`src/rtl/pc_trace_monitor.sv`:
```
// rtl/pc_trace_monitor.sv - PC observer: cycle/change counters, halt and misalignment detect, optional trace FIFO
// Optional trace FIFO is built only when PC_TRACE_MON_FIFO_EN is defined.

`ifndef PC_WIDTH
`define PC_WIDTH 32
`endif

module pc_trace_monitor #(
    parameter int PC_WIDTH    = `PC_WIDTH,
    parameter int CNT_WIDTH   = 32,
    parameter int HALT_CYCLES = 16,
    parameter int FIFO_DEPTH  = 16
) (
    input  logic                 clk,
    input  logic                 rst_n,
    input  logic [PC_WIDTH-1:0]  ext_pc,
    input  logic                 clr,
    output logic                 halted,
    output logic                 misaligned,
    output logic [PC_WIDTH-1:0]  err_pc,
    output logic [CNT_WIDTH-1:0] cycle_cnt,
    output logic [CNT_WIDTH-1:0] chg_cnt,
    input  logic                 trace_rd_en,
    output logic [PC_WIDTH-1:0]  trace_data,
    output logic                 trace_empty,
    output logic                 trace_ovf
);

    localparam int SW = (HALT_CYCLES > 2) ? $clog2(HALT_CYCLES) : 1;
    localparam logic [SW-1:0] HALT_LAST = SW'(HALT_CYCLES - 2);

    typedef enum logic [1:0] {S_IDLE, S_RUN, S_HALT, S_ERROR} state_t;

    state_t        state, state_nxt;
    logic [PC_WIDTH-1:0] pc_q;
    logic [SW-1:0] stable_cnt;

    logic chg, bad;
    logic load_pc, cnt_cycle, cnt_chg, push_req;
    logic stable_clr, stable_inc, set_halt, clr_halt, set_err;

    assign chg = (ext_pc != pc_q);
    assign bad = (ext_pc[1:0] != 2'b00);

    always_ff @(posedge clk) begin
        if (!rst_n || clr)
            state <= S_IDLE;
        else
            state <= state_nxt;
    end

    always_comb begin
        state_nxt  = state;
        load_pc    = 1'b0;
        cnt_cycle  = 1'b0;
        cnt_chg    = 1'b0;
        push_req   = 1'b0;
        stable_clr = 1'b0;
        stable_inc = 1'b0;
        set_halt   = 1'b0;
        clr_halt   = 1'b0;
        set_err    = 1'b0;
        case (state)
            S_IDLE: begin
                load_pc   = 1'b1;
                state_nxt = S_RUN;
            end
            S_RUN: begin
                if (bad) begin
                    set_err   = 1'b1;
                    clr_halt  = 1'b1;
                    state_nxt = S_ERROR;
                end else begin
                    load_pc   = 1'b1;
                    cnt_cycle = 1'b1;
                    if (chg) begin
                        cnt_chg    = 1'b1;
                        push_req   = 1'b1;
                        stable_clr = 1'b1;
                    end else begin
                        stable_inc = 1'b1;
                        // the sample that just changed counts as the first identical one
                        if (stable_cnt == HALT_LAST) begin
                            set_halt  = 1'b1;
                            state_nxt = S_HALT;
                        end
                    end
                end
            end
            S_HALT: begin
                if (bad) begin
                    set_err   = 1'b1;
                    clr_halt  = 1'b1;
                    state_nxt = S_ERROR;
                end else if (chg) begin
                    load_pc    = 1'b1;
                    cnt_chg    = 1'b1;
                    push_req   = 1'b1;
                    stable_clr = 1'b1;
                    clr_halt   = 1'b1;
                    state_nxt  = S_RUN;
                end
            end
            S_ERROR: begin
                state_nxt = S_ERROR;
            end
            default: state_nxt = S_IDLE;
        endcase
    end

    always_ff @(posedge clk) begin
        if (!rst_n || clr) begin
            pc_q       <= '0;
            stable_cnt <= '0;
            halted     <= 1'b0;
            misaligned <= 1'b0;
            err_pc     <= '0;
            cycle_cnt  <= '0;
            chg_cnt    <= '0;
        end else begin
            if (load_pc)
                pc_q <= ext_pc;
            if (stable_clr)
                stable_cnt <= '0;
            else if (stable_inc && (stable_cnt != {SW{1'b1}}))
                stable_cnt <= stable_cnt + 1'b1;
            if (set_halt)
                halted <= 1'b1;
            else if (clr_halt)
                halted <= 1'b0;
            if (set_err) begin
                misaligned <= 1'b1;
                err_pc     <= ext_pc;
            end
            if (cnt_cycle && (cycle_cnt != {CNT_WIDTH{1'b1}}))
                cycle_cnt <= cycle_cnt + 1'b1;
            if (cnt_chg && (chg_cnt != {CNT_WIDTH{1'b1}}))
                chg_cnt <= chg_cnt + 1'b1;
        end
    end

`ifdef PC_TRACE_MON_FIFO_EN
    localparam int AW = $clog2(FIFO_DEPTH);

    logic [PC_WIDTH-1:0] mem [FIFO_DEPTH];
    logic [AW:0] wr_ptr, rd_ptr;
    logic        full, do_pop, do_push;

    assign trace_empty = (wr_ptr == rd_ptr);
    assign full        = (wr_ptr[AW] != rd_ptr[AW]) && (wr_ptr[AW-1:0] == rd_ptr[AW-1:0]);
    assign do_pop      = trace_rd_en && !trace_empty;
    // a pop frees the head slot in the same edge, so a full FIFO can still accept
    assign do_push     = rst_n && !clr && push_req && (!full || do_pop);
    assign trace_data  = mem[rd_ptr[AW-1:0]];

    always_ff @(posedge clk) begin
        if (!rst_n || clr) begin
            wr_ptr    <= '0;
            rd_ptr    <= '0;
            trace_ovf <= 1'b0;
        end else begin
            if (do_push)
                wr_ptr <= wr_ptr + 1'b1;
            if (do_pop)
                rd_ptr <= rd_ptr + 1'b1;
            if (push_req && full && !do_pop)
                trace_ovf <= 1'b1;
        end
    end

    always_ff @(posedge clk) begin
        if (do_push)
            mem[wr_ptr[AW-1:0]] <= ext_pc;
    end
`else
    logic unused_fifo;

    assign unused_fifo = trace_rd_en ^ push_req;
    assign trace_empty = 1'b1;
    assign trace_data  = '0;
    assign trace_ovf   = 1'b0;
`endif

endmodule

```
`config.mk`:
```
export PLATFORM = sky130hd
export DESIGN_NAME = pc_trace_monitor
export DESIGN_NICKNAME = d
export VERILOG_FILES = /design/src/rtl/pc_trace_monitor.sv
export SDC_FILE = /design/constraint.sdc
export NUM_CORES = 1
export LEC_CHECK = 0
export ABC_AREA = 1
export CAP_MARGIN = 5
export CORE_UTILIZATION = 40
export CTS_CLUSTER_SIZE = 28
export DETAILED_ROUTE_END_ITERATION = 8
export PLACE_DENSITY = 0.72
export SYNTH_ARGS = -nofsm -noshare
export SYNTH_HDL_FRONTEND = slang
export SYNTH_SLANG_ARGS = --single-unit
```
`constraint.sdc`:
```
create_clock -name clk -period 5.6 [get_ports clk]
set_clock_uncertainty 0.2 [all_clocks]
set_input_delay 1.12 -clock clk [delete_from_list [all_inputs] [get_ports clk]]
set_output_delay 1.12 -clock clk [all_outputs]
set_load 0.02 [all_outputs]
```
# After elaboration in Yosys (flattened, before gate mapping)
# Cells that the tools add are included.
# W data, S select, Z words.
[word_totals] register_bits=136 latch_bits=0 ramBits=0 mem_bits_ro=0 out_inout_bits=132 word_cells=58 memories=0
[classes] n_addsub=3 mul=0 div_mod_pow=0 magnitude_cmp=0 eq_ne=11 shift=0 mux=25 bitwise=0 n_reduce_logical=11
[ops] op="$add A32 B1 Y32 const B" n=2
[ops] op="$ne A32 B32 Y1 const B" n=2
[ops] op="$ne A32 B32 Y1" n=1
[ops] op="$mux W1" n=17
[ops] op="$mux W2" n=5
[ops] op="$ne A3 B3 Y1 const B" n=3
[ops] op="$pmux W2 S4" n=1
[ops] op="$add A4 B1 Y4 const B" n=1
[ops] op="$eq A2 B2 Y1 const B" n=2
[ops] op="$eq A4 B4 Y1 const B" n=1
[ops] op="$ne A4 B4 Y1 const B" n=1
[ops] op="$reduce_bool A2 Y1" n=2
[ops] op="$reduce_or A2 Y1" n=2
[ops] op="$logic_and A1 B1 Y1" n=3
[ops] op="$pmux W1 S3" n=1
[ops] op="$reduce_and A3 Y1" n=1
[ops] op="$eq A2 B1 Y1 const B" n=1
[ops] op="$logic_not A2 Y1" n=1
[ops] op="$pmux W1 S2" n=1
[ops] op="$logic_not A1 Y1" n=1
[ops] op="$logic_or A1 B1 Y1" n=1

# Logic depth before layout (Yosys ltp)
# Gate-level depths: netlist of run 1.
[logic_depth] word_depth=6 ltp_mapped=15

# Worst setup path before layout of run 1
# OpenSTA, ideal clock, no wires.
[synth_path] path_type="input to register" from="input port ext_pc[27]" to="register pc_q[0]" arrival_time_ns=2.279 required_time_ns=5.285 path_slack_ns=3.006 stages=13 cell_sequence="inv_1 nand2_1 nand2_1 nand2_1 nor2_1 nand2_1 nor2_1 nand2_2 nand3_2 nand2_4 buf_6 a21oi_1 nor2_1"
[synth_via] elab_chain_len=4
[synth_rtl] item="from (decl)" line="16" rtl="input logic [PC_WIDTH-1:0] ext_pc,"
[synth_rtl] item="$ne A32 B32 Y1" line="42" rtl="assign chg = (ext_pc != pc_q);"
[synth_rtl] item="$mux W1" line="95" rtl="end else if (chg) begin"
[synth_rtl] item="$mux W1"
[synth_rtl] item="$pmux W1 S3" line="63" rtl="case (state)"
[synth_rtl] item="to (signal assigned)" line="122" rtl="pc_q <= ext_pc;"
[synth_rtl] item="to (decl)" line="35" rtl="logic [PC_WIDTH-1:0] pc_q;"
# Every way passes these cells.
# A chain may end at the register's enable or synchronous reset.

# Final worst setup path of run 1
[layout_path] from="input port ext_pc[0]" to="register cycle_cnt[24]"
[layout_via] elab_chain_len=4
[layout_rtl] item="$reduce_bool A2 Y1" line="43" rtl="assign bad = (ext_pc[1:0] != 2'b00);"
[layout_rtl] item="$mux W1" line="69" rtl="if (bad) begin"
[layout_rtl] item="$mux W1" line="63"
[layout_rtl] item="$logic_and A1 B1 Y1" line="135" rtl="if (cnt_cycle && (cycle_cnt != {CNT_WIDTH{1'b1}}))"
[layout_rtl] item="to (signal assigned)" line="136" rtl="cycle_cnt <= cycle_cnt + 1'b1;"
[layout_rtl] item="to (decl)" line="21" rtl="output logic [CNT_WIDTH-1:0] cycle_cnt,"
# Every way passes these cells.

==> results, run 1 <==
- The share of the Yosys chip area taken by registers is 34.9%.
- At the later pin of the worst-skew pair, clock insertion delay measures about 0.42 ns.
- Once the clock tree was built, the resizer swapped 0 gates to a different size.
- TritonCTS built the clock tree.
- The via count of the first global-routing pass is just under 7k.
- Setup repair after global routing left no endpoint under its margin.
- The share of the core filled with cells in the final layout is just over 50%.
- The number of warnings reported in the yosys synthesis log is 0.
- The die outline height is roughly 140 µm.
- At the worst endpoint, the arrival time is around 3.6 ns.
- After the first detailed-routing iteration, the DRC count stood at 428.
- The worst-case reg-to-reg path depth is 7.
- For this configuration, the core starts out at a cell density of between 40% and 50%.
- The cell family contributing the most delay on the critical path is simple AND/OR/NAND/NOR gates.
- The clock buffer count from CTS is 17.
- On the critical path, the stage with the largest delay is an instance of a21oi_2.
- Counting I/O delays and the setup requirement, the final critical path takes 3.42 ns.
- The critical path starts at ext_pc[0].
- The number of levels the H-tree was split into is 4.
- The maximum clock insertion buffer count is 2.
- The startpoint identified for the worst hold timing path is halted$_SDFFE_PP0P_.
- The post-CTS setup buffer count is 0.
- Entering global routing, the biggest net connects 84 pins.
- At the pin with the least slew margin, the transition time is approximately 1.2 ns.
- The beginning of the worst register-to-register path is state[1]$_SDFFE_PP0P_.
- The core region is 18900 µm².
- The critical path contains buffers and inverters numbering 3 combined.
- The total die area is roughly 20000 µm².
- The cell area after synthesis is roughly 7800 µm².
- The average wire per standard cell is roughly 13 µm.
- The initial antenna violation count was 0.
- Power spread over the standard cell area amounts to roughly 240 nW/µm².
- Summed over all layers, the global routing overflow is 0.
- The number of standard-cell rows in the floorplan is 50.
- For this run, the number of standard cells in the final layout without fillers is ~1.5k.
- The setup TNS after final layout is 0 ns.
- The signal on the critical path passes through clkdlybuf4s50_1 > nor2_4 > inv_1 > nor2_2 > inv_1 > a21oi_2 > nand3_1 > nand2_1 > nand2_1 > nor2_1.
- The number of hold buffers added after CTS was 0.
- The total iterations of the first detailed-routing run is 6.
- Fill cells in the final layout number 1898.
- The largest driver fanout on the critical path is 22.
- The number of storage elements in the synthesis netlist is ~140.
- STA classifies the critical path endpoint as a flip-flop.
- The number of endpoints failing setup at the final stage is 0.
- The kind of start point of the critical path is an input pin.
- around 170 I/O pins were placed.
- For this run, the top clock speed supported by timing is 0.293 GHz.
- Compared with the post-synthesis result, the final layout area differs by 23.5%.
- The run finished with clean final reports.
- For this block, the routed nets add up to approximately 20000 µm of wire.
- The cell type with the highest aggregate area in the netlist is dfxtp_1.
- For this run, the post-layout net count is between 1k and 1.5k.
- Once placement completed, the tool counted placed cells totaling about 1.5k.
- The delay contributed by the slowest stage of the critical path is 0.72 ns.
- The commonest cells after synthesis are 263 x nand2_1, 146 x nor2_1, 136 x dfxtp_1.
- At the worst endpoint, the required time is roughly 5.8 ns.
- The count of vias placed by the detailed router is 7548.
- After synthesis, the cell types taking the most area are dfxtp_1 35%, nand2_1 13%, a21oi_1 7.4%, nor2_1 7.0%, inv_1 5.4%.
- The synthesized netlist contains 35 unique library cells.
- The number of sinks driven by the clock tree is roughly 140.
- The worst vdd rail ir drop is roughly 200 µV.
- The HPWL after detailed placement is 13400 µm.
- Counting every instance in the synthesized netlist gives 1157.
- Using the TritonRoute via totals, the vias-per-cell ratio works out to 4.93.
- The worst relative slew slack is about 17%.
- The worst hold path class is flip-flop to flip-flop.
- The most common cell in the netlist is nand2_1.
- In the routed design, unresolved DRC markers number 0.
- The chip width is between 100 and 150 µm.
- The share of the synthesized area in the top cell type is about a third.
- The tool flagged a number of max-cap violations equal to 0.
- After clock tree synthesis, the clock-pin slew on the worst setup and hold paths is 0.06 ns.
- In the finished design, the share of the clock period the worst path needs comes to about three fifths.
- The commonest register cell after synthesis is dfxtp_1.
- The clock root buffer master is clkbuf_16.
- The number of input and output port buffers inserted is ~130.
- At the end of routability-driven placement, the weighted congestion stood at between 0.9 and 1.
- In the final layout, the share of cells above drive strength 1 is under 10%.
- The first global-routing pass estimated 32800 µm of wire.
- The critical path is of the input pin to flip-flop type.
- The reported leakage power is about 3.6 nW.
- The antenna cell count is 0.
- The critical path depth is 10.
- The final-report hold violation count was 0.
- The final count of pins violating max slew is 0.
- The remaining number of nets flagged by the antenna check after routing is 0.
- The mean instance size in the synthesized netlist is between 6 and 7 µm².
- The cell count of the worst hold path is 2.
- The async set or reset register ratio after synthesis is 0%.
- The overall global routing resource usage is between 20% and 30%.
- The number of synthesized flops with an enable pin is 0.
-- layout by cell type (no fill, tap or decap), types with 2 or more instances in the layout --
cell | netlist | layout
clkbuf_16 | 0 | 17
clkinv_2 | 0 | 3
nand4_1 | 47 | 47
ha_1 | 8 | 8
dfxtp_1 | 136 | 136
a21oi_1 | 116 | 116
nand2_1 | 263 | 263
clkinvlp_4 | 0 | 5
clkdlybuf4s50_1 | 0 | 132
nor3b_1 | 3 | 3
clkinv_4 | 0 | 3
nor3_2 | 2 | 2
nand2_2 | 4 | 4
inv_2 | 3 | 4
nand3_2 | 10 | 10
nor2_4 | 3 | 4
nor3_1 | 25 | 25
o21ai_0 | 46 | 46
xor2_1 | 38 | 38
buf_4 | 34 | 4
nor4_1 | 3 | 3
a31oi_1 | 2 | 2
inv_1 | 112 | 110
nand3b_1 | 2 | 2
nand3_1 | 54 | 54
nor2_1 | 146 | 144
xnor2_1 | 34 | 34
nor2_2 | 6 | 7
conb_1 | 2 | 34
inv_6 | 0 | 2
-- power breakdown --
group	internal (mW)	switching (mW)	leakage [nW]
Combinational	0.0909	0.156	2.22
Clock	0.612	0.447	0.259
Sequential	0.992	0.0162	1.10
Total	1.69	0.619	3.58
-- per-stage QoR --
step / power [mW] / hold WS, ns / setup WS (ns) / area (µm²)
detailed placement: 1.28 / 0.266 / 1.77 / 9090
finish: 2.31 / 0.280 / 2.18 / 9640
global route: 2.41 / 0.317 / 1.94 / 9640
global placement: 1.27 / 0.257 / 1.83 / 9090
CTS: 2.34 / 0.281 / 2.20 / 9640
floorplan: 1.22 / 0.272 / 3.01 / 7930
-- layer usage --
layer  GRT usage, %  vias up  part of all wire, %
met5              0        -                    0
met4           7.19        0                  1.9
met3           5.70       23                  6.8
met2           32.1      220                   45
met1           26.2     3458                   47
li1               -     3847                    -
-- cell type report --
cell class / instances / area, µm² / area share [%]
Multi-Input combinational cell: 853 / 4260 / 44.1
Clock inverter: 14 / 126 / 1.31
Timing Repair Buffer: 136 / 1350 / 14.0
Clock buffer: 18 / 429 / 4.45
Inverter: 115 / 432 / 4.48
Sequential cell: 136 / 2720 / 28.2
Tap cell: 260 / 325 / 3.37
-- cell families after synthesis --
family / count (synthesis) / share of synthesized area [%]
other cells: 2 / 0.0962
fa+ha+maj: 8 / 1.28
xor+xnor: 72 / 8.08
simple gates: 574 / 32.7
buf+inv: 200 / 12.3
flops: 136 / 34.9
compound gates: 165 / 10.7
-- path summary, 6_finish.rpt --
check | to | slack [ns]
max | cycle_cnt[24]$_SDFFE_PP0P_ | 2.18
min | halted$_SDFFE_PP0P_ | 0.28
max reg2reg | err_pc[11]$_SDFFE_PP0P_ | 2.38
min reg2reg | halted$_SDFFE_PP0P_ | 0.28
-- flip-flops by register name, summed over array words and instances, names as in the netlist --
name        cells
cycle_cnt      32
err_pc         32
pc_q           32
chg_cnt        32
state           2
halted          1
stable_cnt      4
misaligned      1
-- worst reg2reg max path: stages (launching register included) --
cell and delay (ns):
dfxtp_1 0.41, inv_1 0.09, ha_1 1.12, nand2_1 0.19, clkinv_1 0.32, buf_4 0.47
o21ai_0 0.17, a21oi_1 0.18
Power figures use the tool's default switching activity.
==> run 2: changes to the inputs <==
- clock period: 5.6 -> 3.23 ns (I/O delays scaled with it)
==> results, run 2 (synthesis gave the netlist of run 1 again) <==
- The clock passes through at most 2 buffers.
- Measured against its own limit, the worst slew margin works out to 63.4%.
- In this design, the critical path's most frequently occurring cell is nor2_1.
- The final count of pins violating max slew was 0.
- Setup repair after global routing left no endpoint under its margin.
- The worst hold path class is flip-flop to flip-flop.
- After detailed routing, the number of remaining DRC violations is 0.
- Entering global routing, the biggest net connects 84 pins.
- The chip width is between 100 and 150 µm.
- In the layout the commonest cells are 263 x nand2_1, 144 x nor2_1, 136 x dfxtp_1.
- The post-CTS setup buffer count is 0.
- Summing all non-filler instances in the final layout gives an area of between 9000 and 10000 µm².
- The total iterations of the first detailed-routing run is 7.
- Clock-pin slew was measured on the worst setup and hold paths at approximately 0.060 ns.
- Gates resized during post-CTS repair numbered 0.
- The slowest cell on the critical path is clkdlybuf4s50_1.
- The worst setup path is launched from an input pin.
- The first-pass GRT wire length is 32800 µm.
- The region available for standard cell placement spans between 15000 and 20000 µm².
- The number of hold buffers added after CTS was 0.
- The flow ran to the end, and the final reports show no timing, DRC or antenna violations.
- For hold timing, the worst endpoint is halted$_SDFFE_PP0P_.
- The largest driver fanout on the critical path is 64.
- The signal on the critical path passes through clkdlybuf4s50_1 > xnor2_1 > nand2_1 > nor2_1 > nand2_1 > nor2_1 > nand2_2 > nand3_2 > nand2_4 > buf_12 > a21oi_1 > nor2_1.
- The worst vdd rail ir drop is 367 µV.
- For this run, the slowest stage of the critical path takes ~0.45 ns.
- The clock net in this run drives a total of 136 sinks.
- The cell family contributing the most delay on the critical path is simple AND/OR/NAND/NOR gates.
- The share of total power in combinational logic is about 11%.
- The via count of the first global-routing pass is around 6.7k.
- Cell internal power was estimated by the tool at 3.05 mW.
- The initial core utilization is between 40% and 50%.
- The ratio of routed vias to standard cells is 4.90.
- Net switching is 25.7% of the power.
- Setup total negative slack on the finished layout was measured at 0 ns.
- For the worst setup path, the data arrival time is roughly 2.6 ns.
- Compared with the post-synthesis result, the final layout area differs by 25.2%.
- Across all register-to-register paths, the minimum setup slack is 0.84 ns.
- The die covers 20100 µm².
- Derived from the worst setup path, the maximum achievable clock frequency is just over 0.4 GHz.
- The number of endpoints failing setup at the final stage is 0.
- Detailed placement ended at an HPWL of 13700 µm.
- The average wire per standard cell is 12.7 µm.
- The overall overflow remaining after global route is 0.
- The number of input and output port buffers inserted is around 130.
- The share of power burned in the clock network is roughly 47%.
- Measured in cells, the most critical reg-to-reg path has a length of 10.
- In this run the count of I/O pins placed on the die edge is between 150 and 200.
- Summing over every cut layer, the via total after detailed routing is 7540.
- STA puts the critical path data required time at 3.34 ns.
- The slew at the pin closest to its max-slew limit is around 0.54 ns.
- At the later pin of the worst-skew pair, clock insertion delay measures about 0.42 ns.
- The critical path is of the input pin to flip-flop type.
- In this run the cell area measured after placement is 9200 µm².
- TritonCTS built the clock tree.
- In this run, the number of DRC markers left after iteration 0 of detailed routing was between 400 and 500.
- The remaining number of nets flagged by the antenna check after routing is 0.
- TritonCTS created 17 clock buffers.
- Together, buffers and inverters on the worst path number 2.
- The die outline height is around 140 µm.
- The initial antenna violation count is 0.
- Routability-driven placement finished with a final weighted congestion of a little over 0.9.
- In this run the critical register-to-register path is launched from cycle_cnt[19]$_SDFFE_PP0P_.
- The final net count is about 1.3k.
- Clock tree synthesis selected as its root buffer the cell clkbuf_16.
- Per report_power, the sequential group accounts for between 40% and 50% of the total.
- The number of standard-cell rows in the floorplan is 50.
- Cells fill 51.7% of the core in the end.
- Leaving out fill and tap cells, the most frequent cell in the layout is nand2_1.
- For this run, the total global-route usage over all layers was measured as around 20%.
- The kind of end point of the critical path is a flip-flop.
- The worst path uses 76.3% of the clock period.
- The power dissipated by switching net loads is about 1.1 mW.
- The H-tree was split into 4 levels.
- The endpoint of the worst-slack reg-to-reg timing path is cycle_cnt[3]$_SDFFE_PP0P_.
- The total wire length after detailed routing is around 20000 µm.
- The power per cell area is about 420 nW/µm².
- The tool flagged a number of max-cap violations equal to 0.
- The minimum clock period is 2.46 ns.
- The reported leakage power is between 3 and 4 nW.
- In the final layout, the share of cells above drive strength 1 is roughly 5.9%.
- The cell count of the worst hold path is 2.
- The hold path startpoint is halted$_SDFFE_PP0P_.
- The final-report hold violation count came to 0.
- The antenna cell count is 0.
==> run 2: worst register-to-register path: cells and delay by family (launching register included) <==
| family | cells | cell delay, ns |
|---|---|---|
| flip-flops | 1 | 0.43 |
| buffers and inverters | 1 | 0.25 |
| AND/OR/NAND/NOR | 9 | 1.42 |
==> run 2: worst max path at each step <==
stage | to | cells after the start | slack [ns] | start
after floorplan | chg_cnt[2]$_SDFFE_PP0P_ | 10 | 1.10 | chg_cnt[1]$_SDFFE_PP0P_
after global placement | stable_cnt[3]$_SDFFE_PP0P_ | 14 | 0.37 | ext_pc[18]
after detailed placement | pc_q[9]$_SDFFE_PP0P_ | 12 | 0.33 | ext_pc[17]
after CTS | cycle_cnt[24]$_SDFFE_PP0P_ | 11 | 0.77 | ext_pc[0]
after global routing | pc_q[7]$_SDFFE_PP0P_ | 12 | 0.55 | ext_pc[17]
final | pc_q[9]$_SDFFE_PP0P_ | 12 | 0.77 | ext_pc[17]
==> run 2: area by class of cell <==
| type | count | area (µm²) |
|---|---|---|
| clock buffer | 22 | 454 |
| multi-input combinational | 853 | 4260 |
| sequential | 136 | 2720 |
| tap | 260 | 325 |
| clock inverter | 10 | 123 |
| inverter | 115 | 432 |
| fill | 1861 | 9120 |
| timing repair buffer | 144 | 1460 |
==> run 2: power by group through the flow <==
stage / Clock, mW / Sequential [mW] / Combinational, mW
2_1_floorplan: 0 / 1.80 / 0.321
3_3_place_gp: 0 / 1.78 / 0.437
3_5_place_dp: 0 / 1.78 / 0.444
4_1_cts: 1.96 / 1.75 / 0.446
5_1_grt: 2.03 / 1.75 / 0.496
6_report: 1.91 / 1.75 / 0.443
==> run 2: metal layers <==
metal | track usage (%) | up-vias | wire, µm
li1 | - | 3875 | -
met1 | 27.1 | 3412 | 9140
met2 | 32.0 | 234 | 8850
met3 | 4.93 | 19 | 1330
met4 | 6.00 | 0 | 219
met5 | 0 | - | 0
==> run 2: through the flow <==
stage	instances	power, mW	hold slack, ns	worst slack, ns
after floorplan	1189	2.12	0.272	1.10
after global placement	1508	2.22	0.260	0.372
after detailed placement	1508	2.23	0.268	0.331
after CTS	1540	4.15	0.279	0.770
after global routing	1540	4.27	0.312	0.551
final	1540	4.11	0.277	0.767
